`src/rtl/bp_fe_pkg.sv`:
```
// Front-end shared types for the LCE fill-packet arbiter.
package bp_fe_pkg;

  localparam int unsigned fe_lce_chan_lp = 3;

  typedef enum logic [1:0] {
    e_fe_pkt_data = 2'd0,
    e_fe_pkt_tag  = 2'd1,
    e_fe_pkt_stat = 2'd2
  } bp_fe_lce_pkt_type_e;

  typedef enum logic {
    e_idle  = 1'b0,
    e_grant = 1'b1
  } bp_fe_lce_arb_state_e;

  // Round-robin pick: search starts at the channel after base, base itself last.
  function automatic bp_fe_lce_pkt_type_e rr_pick(input logic [2:0] v,
                                                  input bp_fe_lce_pkt_type_e base);
    rr_pick = base;
    case (base)
      e_fe_pkt_data: begin
        if (v[1])      rr_pick = e_fe_pkt_tag;
        else if (v[2]) rr_pick = e_fe_pkt_stat;
        else if (v[0]) rr_pick = e_fe_pkt_data;
      end
      e_fe_pkt_tag: begin
        if (v[2])      rr_pick = e_fe_pkt_stat;
        else if (v[0]) rr_pick = e_fe_pkt_data;
        else if (v[1]) rr_pick = e_fe_pkt_tag;
      end
      default: begin
        if (v[0])      rr_pick = e_fe_pkt_data;
        else if (v[1]) rr_pick = e_fe_pkt_tag;
        else if (v[2]) rr_pick = e_fe_pkt_stat;
      end
    endcase
  endfunction

endpackage

```
`src/rtl/bsg_two_fifo.sv`:
```
// Two-entry ready/valid -> valid/yumi buffer. Ready is held low during reset.
module bsg_two_fifo #(
  parameter int width_p = 8
) (
  input  logic               clk_i,
  input  logic               reset_i,
  input  logic [width_p-1:0] data_i,
  input  logic               v_i,
  output logic               ready_o,
  output logic [width_p-1:0] data_o,
  output logic               v_o,
  output logic               full_o,
  input  logic               yumi_i
);

  logic [1:0][width_p-1:0] r_mem;
  logic                    r_rptr, r_wptr;
  logic [1:0]              r_cnt;
  logic                    w_enq, w_deq;

  assign full_o  = (r_cnt == 2'd2);
  assign v_o     = (r_cnt != 2'd0);
  assign ready_o = ~full_o & ~reset_i;
  assign data_o  = r_mem[r_rptr];
  assign w_enq   = v_i & ready_o;
  assign w_deq   = yumi_i & v_o;

  // Occupancy and pointer update; enq+deq in one cycle leaves count unchanged.
  always_ff @(posedge clk_i) begin
    if (reset_i) begin
      r_cnt  <= '0;
      r_rptr <= 1'b0;
      r_wptr <= 1'b0;
    end else begin
      r_cnt <= r_cnt + 2'(w_enq) - 2'(w_deq);
      if (w_enq) r_wptr <= ~r_wptr;
      if (w_deq) r_rptr <= ~r_rptr;
    end
  end

  // Storage write; contents are don't-care while empty, so no reset.
  always_ff @(posedge clk_i) begin
    if (w_enq) r_mem[r_wptr] <= data_i;
  end

endmodule

```
`src/rtl/bp_fe_lce_pkt_arbiter.sv`:
```
// Serializes LCE data/tag/stat fill packets onto one port with a locked
// round-robin grant. The next lock is chosen a cycle ahead from the
// post-dequeue/post-enqueue buffer state, so grants stream without bubbles.
module bp_fe_lce_pkt_arbiter
  import bp_fe_pkg::*;
#(
  parameter int data_pkt_width_p = 16,
  parameter int tag_pkt_width_p  = 12,
  parameter int stat_pkt_width_p = 8,
  localparam int pkt_w01_lp      = (data_pkt_width_p > tag_pkt_width_p) ? data_pkt_width_p : tag_pkt_width_p,
  localparam int pkt_width_lp    = (pkt_w01_lp > stat_pkt_width_p) ? pkt_w01_lp : stat_pkt_width_p
) (
  input  logic                        clk_i,
  input  logic                        reset_i,
  input  logic [data_pkt_width_p-1:0] data_mem_pkt_i,
  input  logic                        data_mem_pkt_v_i,
  output logic                        data_mem_pkt_ready_o,
  input  logic [tag_pkt_width_p-1:0]  tag_mem_pkt_i,
  input  logic                        tag_mem_pkt_v_i,
  output logic                        tag_mem_pkt_ready_o,
  input  logic [stat_pkt_width_p-1:0] stat_mem_pkt_i,
  input  logic                        stat_mem_pkt_v_i,
  output logic                        stat_mem_pkt_ready_o,
  output logic [pkt_width_lp-1:0]     pkt_o,
  output logic [1:0]                  pkt_type_o,
  output logic                        pkt_v_o,
  input  logic                        pkt_yumi_i,
  output logic                        idle_o
);

  bp_fe_lce_arb_state_e r_state, w_state_n;
  bp_fe_lce_pkt_type_e  r_lock, w_lock_n;
  bp_fe_lce_pkt_type_e  r_last_grant, w_last_grant_n;

  logic [2:0]                   w_v, w_full, w_enq, w_deq, w_post;
  logic [2:0][pkt_width_lp-1:0] w_pkt_ext;
  logic [data_pkt_width_p-1:0]  w_data_pkt;
  logic [tag_pkt_width_p-1:0]   w_tag_pkt;
  logic [stat_pkt_width_p-1:0]  w_stat_pkt;
  logic                         w_yumi;

  bsg_two_fifo #(.width_p(data_pkt_width_p)) u_data_fifo (
    .clk_i(clk_i), .reset_i(reset_i),
    .data_i(data_mem_pkt_i), .v_i(data_mem_pkt_v_i), .ready_o(data_mem_pkt_ready_o),
    .data_o(w_data_pkt), .v_o(w_v[0]), .full_o(w_full[0]), .yumi_i(w_deq[0])
  );

  bsg_two_fifo #(.width_p(tag_pkt_width_p)) u_tag_fifo (
    .clk_i(clk_i), .reset_i(reset_i),
    .data_i(tag_mem_pkt_i), .v_i(tag_mem_pkt_v_i), .ready_o(tag_mem_pkt_ready_o),
    .data_o(w_tag_pkt), .v_o(w_v[1]), .full_o(w_full[1]), .yumi_i(w_deq[1])
  );

  bsg_two_fifo #(.width_p(stat_pkt_width_p)) u_stat_fifo (
    .clk_i(clk_i), .reset_i(reset_i),
    .data_i(stat_mem_pkt_i), .v_i(stat_mem_pkt_v_i), .ready_o(stat_mem_pkt_ready_o),
    .data_o(w_stat_pkt), .v_o(w_v[2]), .full_o(w_full[2]), .yumi_i(w_deq[2])
  );

  assign w_enq = {stat_mem_pkt_v_i & stat_mem_pkt_ready_o,
                  tag_mem_pkt_v_i  & tag_mem_pkt_ready_o,
                  data_mem_pkt_v_i & data_mem_pkt_ready_o};

  assign w_pkt_ext[0] = pkt_width_lp'(w_data_pkt);
  assign w_pkt_ext[1] = pkt_width_lp'(w_tag_pkt);
  assign w_pkt_ext[2] = pkt_width_lp'(w_stat_pkt);

  // Output side: the locked channel drives the port; zeros when idle.
  assign pkt_v_o    = (r_state == e_grant) & ~reset_i;
  assign pkt_type_o = pkt_v_o ? r_lock : 2'd0;
  assign pkt_o      = pkt_v_o ? w_pkt_ext[r_lock] : '0;
  assign idle_o     = ~|w_v;
  assign w_yumi     = pkt_yumi_i & pkt_v_o;
  assign w_deq      = w_yumi ? (3'b001 << r_lock) : 3'b000;
  // Channels holding a packet next cycle.
  assign w_post     = w_enq | w_full | (w_v & ~w_deq);

  // Next state: lock the next grant one cycle ahead on wake-up or on yumi.
  always_comb begin
    w_state_n      = r_state;
    w_lock_n       = r_lock;
    w_last_grant_n = r_last_grant;
    case (r_state)
      e_idle: begin
        if (|w_post) begin
          w_state_n = e_grant;
          w_lock_n  = rr_pick(w_post, r_last_grant);
        end
      end
      default: begin
        if (w_yumi) begin
          w_last_grant_n = r_lock;
          if (|w_post) w_lock_n  = rr_pick(w_post, r_lock);
          else         w_state_n = e_idle;
        end
      end
    endcase
  end

  // Arbiter state registers.
  always_ff @(posedge clk_i) begin
    if (reset_i) begin
      r_state      <= e_idle;
      r_lock       <= e_fe_pkt_data;
      r_last_grant <= e_fe_pkt_stat;
    end else begin
      r_state      <= w_state_n;
      r_lock       <= w_lock_n;
      r_last_grant <= w_last_grant_n;
    end
  end

`ifndef SYNTHESIS
  // Consumer must not yumi an empty port.
  always_ff @(posedge clk_i) begin
    if (!reset_i) assert (!(pkt_yumi_i && !pkt_v_o)) else $error("pkt_yumi_i asserted without pkt_v_o");
  end
`endif

endmodule

```
`config.mk`:
```
export PLATFORM = sky130hd
export DESIGN_NAME = bp_fe_lce_pkt_arbiter
export DESIGN_NICKNAME = d
export VERILOG_FILES = /design/src/rtl/bp_fe_pkg.sv /design/src/rtl/bsg_two_fifo.sv /design/src/rtl/bp_fe_lce_pkt_arbiter.sv
export SDC_FILE = /design/constraint.sdc
export NUM_CORES = 1
export LEC_CHECK = 0
export BUFFER_PORTS_ARGS = -buffer_cell sky130_fd_sc_hd__buf_2
export CAP_MARGIN = 10
export CORE_ASPECT_RATIO = 1.75
export CORE_MARGIN = 4
export CORE_UTILIZATION = 37
export DETAILED_ROUTE_END_ITERATION = 6
export PLACE_DENSITY_LB_ADDON = 0.08
export SLEW_MARGIN = 20
export SYNTH_ARGS = -nofsm -noshare
export SYNTH_HDL_FRONTEND = slang
export SYNTH_SLANG_ARGS = --single-unit
export TNS_END_PERCENT = 50
```
`constraint.sdc`:
```
create_clock -name clk_i -period 5.6 [get_ports clk_i]
set_clock_uncertainty 0.15 [all_clocks]
set_input_delay 0.84 -clock clk_i [delete_from_list [all_inputs] [get_ports clk_i]]
set_output_delay 0.84 -clock clk_i [all_outputs]
set_load 0.03 [all_outputs]
```
==> metrics.txt, run 1 <==
status completed; fill cell count 971; Sum Neg Setup Slack 0 ns; MaxCap Viol Count 0; clock slew at reported path FFs 0.07 ns; Placer Congestion 0.804; GRT Resource Usage Total 0.142; post-route cell area 4630 um2; Final period util 0.617; Crit Path Class reg -> out; post-CTS resize count 0; sequential cell area 2500 um2; cell area power density 356 nW/um2; Die H 144 um; NumNets Final slightly above 400; # rows 49; footprint of the multi-input gates 1270 um2; DRT Pass-1 Iters 4; Clock Tree Root clkbuf_16; GRT overflow 0; Clk Latency, worst-skew pair 0.33 ns; top-count cell post-synth edfxtp_1; overall die width 85.4 um; unrepaired setup endpoints after global routing no; final hold slack 0.370 ns; Worst EP arrival 2.46 ns; DRC violations left 0; Max stage delay on crit path 0.75 ns; Mapped Avg Cell Area 12.8 um2; hold crit path type reg -> reg; clock sink count 89; Post-synth EDFFs 72; share of cells above drive strength 1 0.245; maximum VDD drop 173 uV; worst relative slew slack 0.469; ys async rst share 0; Synth warnings 0; net count after synthesis 351; Core Area around 10000 um2; CTS tree built; ranking of synthesized cells by area edfxtp_1, dfxtp_1, mux2i_1, nor2_1, a21oi_1; reg2reg setup slack 2.69 ns; vias per cell 4.99; CTS H-tree depth 3; crit path max fanout 17; Finish-stage setup viols 0; Crit path top cell by count nor2_1; antenna cells 0; Switching Power 420 uW; critical-path cell list clkinv_1 > nand2_1 > nor2_1 > a21oi_1 > nor2_1 > buf_2; Reg power frac 0.473; detailed placer's ending HPWL ~6.1 mm; Logic pwr share 0.145; largest net degree at the start of global routing 27; largest area contributor in the netlist edfxtp_1; First DRT Iteration DRCs 96; Post-Syn Instances 303; Critical Path End Type output pin; P&R area growth vs syn 19.2%; CTS buffer count 9; IO Pins 65; Clock power frac 0.382; Design Power ~1600 uW; dominant register cell in the synthesized netlist edfxtp_1; Fin. Hold Viols 0; top cell type's share of synthesized area 0.557; Slew @ Worst Pin 0.796 ns; Worst path slowest cell dfxtp_1; most frequent cells after synthesis edfxtp_1, nor2_1, mux2i_1, a21oi_1, dfxtp_1; Sw Share 0.255; Seq cells post-synth 89; die area 12300 um2; post-synthesis sequential area ratio 0.644; CP Data Required Time ~4.6 ns; initial antenna violation count 0; Synth Cell Area approximately 3900 um2; first-pass GRT wire length around 13 mm; static leakage 0.00174 uW; WL final around 8.3 mm; routed vias 2483; Setup Fix Bufs, Post-CTS 0; Post-CTS Hold Buffers 0; Final Core Density 0.450; WL/cell 16.7 um; antenna-violating nets left 0; Max Fclk between 200 and 300 MHz; Synth cell types 44; vias in the first global route 2495; min Tclk post-route ~3.5 ns; Critical Path Source Type flip-flop; Initial Util 0.377; PortBufs between 60 and 70; CTS max path bufs 2; Power Internal 1230 uW; Final Max Tran Viols 0; placed cell area about 4300 um2
==> stage by stage <==
step,cells,setup slack (ns)
floorplan,303,2.71
global placement,482,2.32
detailed placement,482,2.20
CTS,498,2.13
global route,498,1.93
finish,498,2.15
==> worst max-delay path: cells and delay by family, from the launching register on <==
| family | cells | cell delay (ns) |
|---|---|---|
| and+or+nand+nor | 3 | 0.59 |
| DFF | 1 | 0.75 |
| AOI/OAI and AO/OA | 1 | 0.15 |
| buffers and inverters | 2 | 0.64 |
==> cell usage in the layout (no fill, tap or decap), types with 6 or more instances in the layout <==
cell type	count
inv_1	11
edfxtp_1	72
nor3_1	6
a211oi_1	8
mux2i_1	28
nand2_1	11
clkbuf_16	9
dfxtp_1	16
nor2_1	44
buf_2	64
xnor2_1	8
ha_1	6
nor2b_1	14
a21oi_1	18
==> layout make-up <==
type	instances	area share
clock buffers	10	0.0494
clock inverters	6	0.0178
inverters	13	0.0105
multi-input cells	187	0.275
flip-flops and latches	89	0.541
well taps	127	0.0343
repair buffers	66	0.0724
==> flip-flops by register name, indices dropped and copies added (netlist names) <==
register and count:
u_data_fifo.r_cnt 2, u_stat_fifo.r_rptr 1, u_stat_fifo.r_mem 16, u_tag_fifo.r_mem 24, u_tag_fifo.r_wptr 1, u_data_fifo.r_wptr 1
u_tag_fifo.r_cnt 2, r_last_grant 2, u_stat_fifo.r_wptr 1, u_data_fifo.r_mem 32, u_data_fifo.r_rptr 1, u_tag_fifo.r_rptr 1
u_stat_fifo.r_cnt 2, r_lock 2, r_state 1
==> layer usage <==
metal,track usage,share of wire
met5,0,0
met4,0.0717,0.030
met3,0.0304,0.053
met2,0.248,0.52
met1,0.162,0.40
==> final timing paths <==
kind,start,endpoint,cells past startpoint
max,r_lock[1]$_SDFFE_PP0P_,pkt_o[0],6
min,r_last_grant[0]$_SDFFE_PP0P_,r_last_grant[0]$_SDFFE_PP0P_,2
max reg2reg,r_lock[1]$_SDFFE_PP0P_,u_tag_fifo.r_cnt[1]$_SDFF_PP0_,9
min reg2reg,r_last_grant[0]$_SDFFE_PP0P_,r_last_grant[0]$_SDFFE_PP0P_,2
==> power by group through the flow <==
stage / logic (uW) / clock network [uW] / registers (uW)
floorplan: 181 / 0 / 775
global placement: 239 / 0 / 792
detailed placement: 241 / 0 / 793
CTS: 242 / 644 / 779
global route: 265 / 672 / 783
finish: 240 / 629 / 779
==> cells by family after synthesis <==
kind of cell             after synthesis  share of synthesized area
adder cells (fa/ha/maj)                6                     0.0193
multiplexers                          28                     0.0722
XOR/XNOR                              12                     0.0271
AND/OR/NAND/NOR                       92                      0.115
AO/OA/AOI/OAI                         49                     0.0925
buffers and inverters                 27                     0.0300
flip-flops                            89                      0.644
(Power assumes the default switching activity.)
==> inputs of run 2 (changes only) <==
clock period = 2.9 ns   (was 5.6 ns; I/O delays follow)
==> run 2 against run 1 <==
Combinational power grew 110%. First-iteration DRC count rose by 26%. Hold slack worse by 0.24 ns. Cell area is 1.5% higher. Sequential share of layout area shrank 0.83 points. Count of clock-buffer cells in the layout is the same. Cell count is 2.2% higher. Critical path type unchanged. Critical endpoint is now pkt_o[9]. Largest cell class unchanged.
==> metrics.txt, run 2 (synthesis gave the netlist of run 1 again) <==
Finish-stage setup viols 0; Max stage delay on crit path 0.60 ns; Clk Latency, worst-skew pair between 0.3 and 0.4 ns; most frequent cells in the layout edfxtp_1, buf_2, nor2_1, mux2i_1, a21oi_1; Max Fclk between 300 and 400 MHz; static leakage 0.00178 uW; hold crit path type in -> reg; CTS max path bufs 2; clock slew at reported path FFs 0.07 ns; Critical Path End Type output pin; largest net degree at the start of global routing 20; crit path max fanout 12; critical-path cell list clkinv_1 > nand2_1 > buf_4 > o22a_1 > nor2_1 > buf_2; initial antenna violation count 0; maximum VDD drop 350 uV; Final Max Tran Viols 0; First DRT Iteration DRCs roughly 120; largest registers u_data_fifo.r_mem (32), u_tag_fifo.r_mem (24), u_stat_fifo.r_mem (16); Final period util 0.896; met2 wire length around 4.6 mm; final hold slack 0.132 ns; overall die width 85.4 um; IO Pins 65; placed cell area ~4400 um2; Crit Path Class reg -> out; CP Data Required Time 2.32 ns; CTS H-tree depth 3; CTS buffer count 9; GRT Resource Usage Total 0.143; commonest non-fill, non-tap cell in the layout edfxtp_1; antenna-violating nets left 0; NumNets Final ~430; Worst path slowest cell dfxtp_1; vias per cell 4.95; DR WL met3 about 450 um; Setup Fix Bufs, Post-CTS 0; WL final 8.36 mm; MaxCap Viol Count 0; cell area power density 670 nW/um2; Worst EP arrival 2.01 ns; first-pass GRT wire length 13.1 mm; dpl ws 0.387 ns; Placer Congestion 0.801; vias in the first global route between 2k and 3k; worst relative slew slack 0.571; fill cell count 975; routed vias 2518; min Tclk post-route between 2 and 3 ns; clock sink count 89; status completed; detailed placer's ending HPWL around 6.3 mm; post-route cell area 4700 um2; WL/cell 16.4 um; Initial Util 0.377; share of cells above drive strength 1 0.264; Slew @ Worst Pin 0.642 ns; final worst slack 0.302 ns; top layer in use met4; antenna cells 0; unrepaired setup endpoints after global routing no; Sum Neg Setup Slack 0 ns; post-CTS resize count 0; PortBufs 64; Post-CTS Hold Buffers 0; Clock Tree Root clkbuf_16; # rows 49; GRT overflow 0; DRC violations left 0; CTS tree built; Design Power ~3200 uW; DRT Pass-1 Iters 4; die area roughly 12000 um2; most flop-heavy register u_data_fifo.r_mem; Die H around 140 um; WL met1 3.08 mm; Core Area 10300 um2; reg2reg setup slack 0.60 ns; max reg flops 32; Fin. Hold Viols 0; Critical Path Source Type flip-flop; P&R area growth vs syn 21.0%
==> run 2: cell types whose count changed in the layout (fill, tap and decap cells not counted), sizes merged <==
| cell | delta |
|---|---|
| buf | +11 |
| clkinv | -2 |
| clkinvlp | +2 |
| bufinv | -1 |
| inv | +1 |
==> run 2: cell type report <==
class	count	area, um2	area share
clock buffers	10	229	0.0487
multi-input cells	187	1270	0.270
well taps	127	159	0.0338
inverters	13	48.8	0.0104
clock inverters	6	73.8	0.0157
repair buffers	77	418	0.0889
flip-flops and latches	89	2500	0.532
==> run 2: worst paths after layout <==
kind,cells past startpoint,startpoint,endpoint
worst max-delay path,6,r_lock[0]$_SDFFE_PP0P_,pkt_o[9]
worst min-delay path,1,data_mem_pkt_i[4],u_data_fifo.r_mem[20]$_DFFE_PP_
worst max register to register,10,r_state$_SDFF_PP0_,u_tag_fifo.r_cnt[1]$_SDFF_PP0_
worst min register to register,2,r_last_grant[0]$_SDFFE_PP0P_,r_last_grant[0]$_SDFFE_PP0P_
==> run 2: worst max-delay path: cells and delay by family (launching register included) <==
kind                   cells  cell delay, ns
flip-flops                 1            0.60
AND/OR/NAND/NOR            2            0.22
AO/OA/AOI/OAI              1            0.14
buffers and inverters      3            0.72
==> run 2: metal layers <==
metal	track usage	vias to the layer above
met1	0.155	1176
met2	0.263	68
li1	-	1260
met5	0	-
met4	0.0684	0
met3	0.0298	14
==> run 2: metrics by stage <==
step,util,cells
finish,0.456,509
global route,0.456,509
CTS,0.456,509
detailed placement,0.427,493
global placement,0.427,493
floorplan,-,303
==> run 2: power by group <==
part	total [uW]	leakage, uW	switching (uW)	internal, uW
Clock	1160	0.000141	482	678
Combinational	496	0.000837	306	191
Sequential	1490	0.000800	47.3	1450
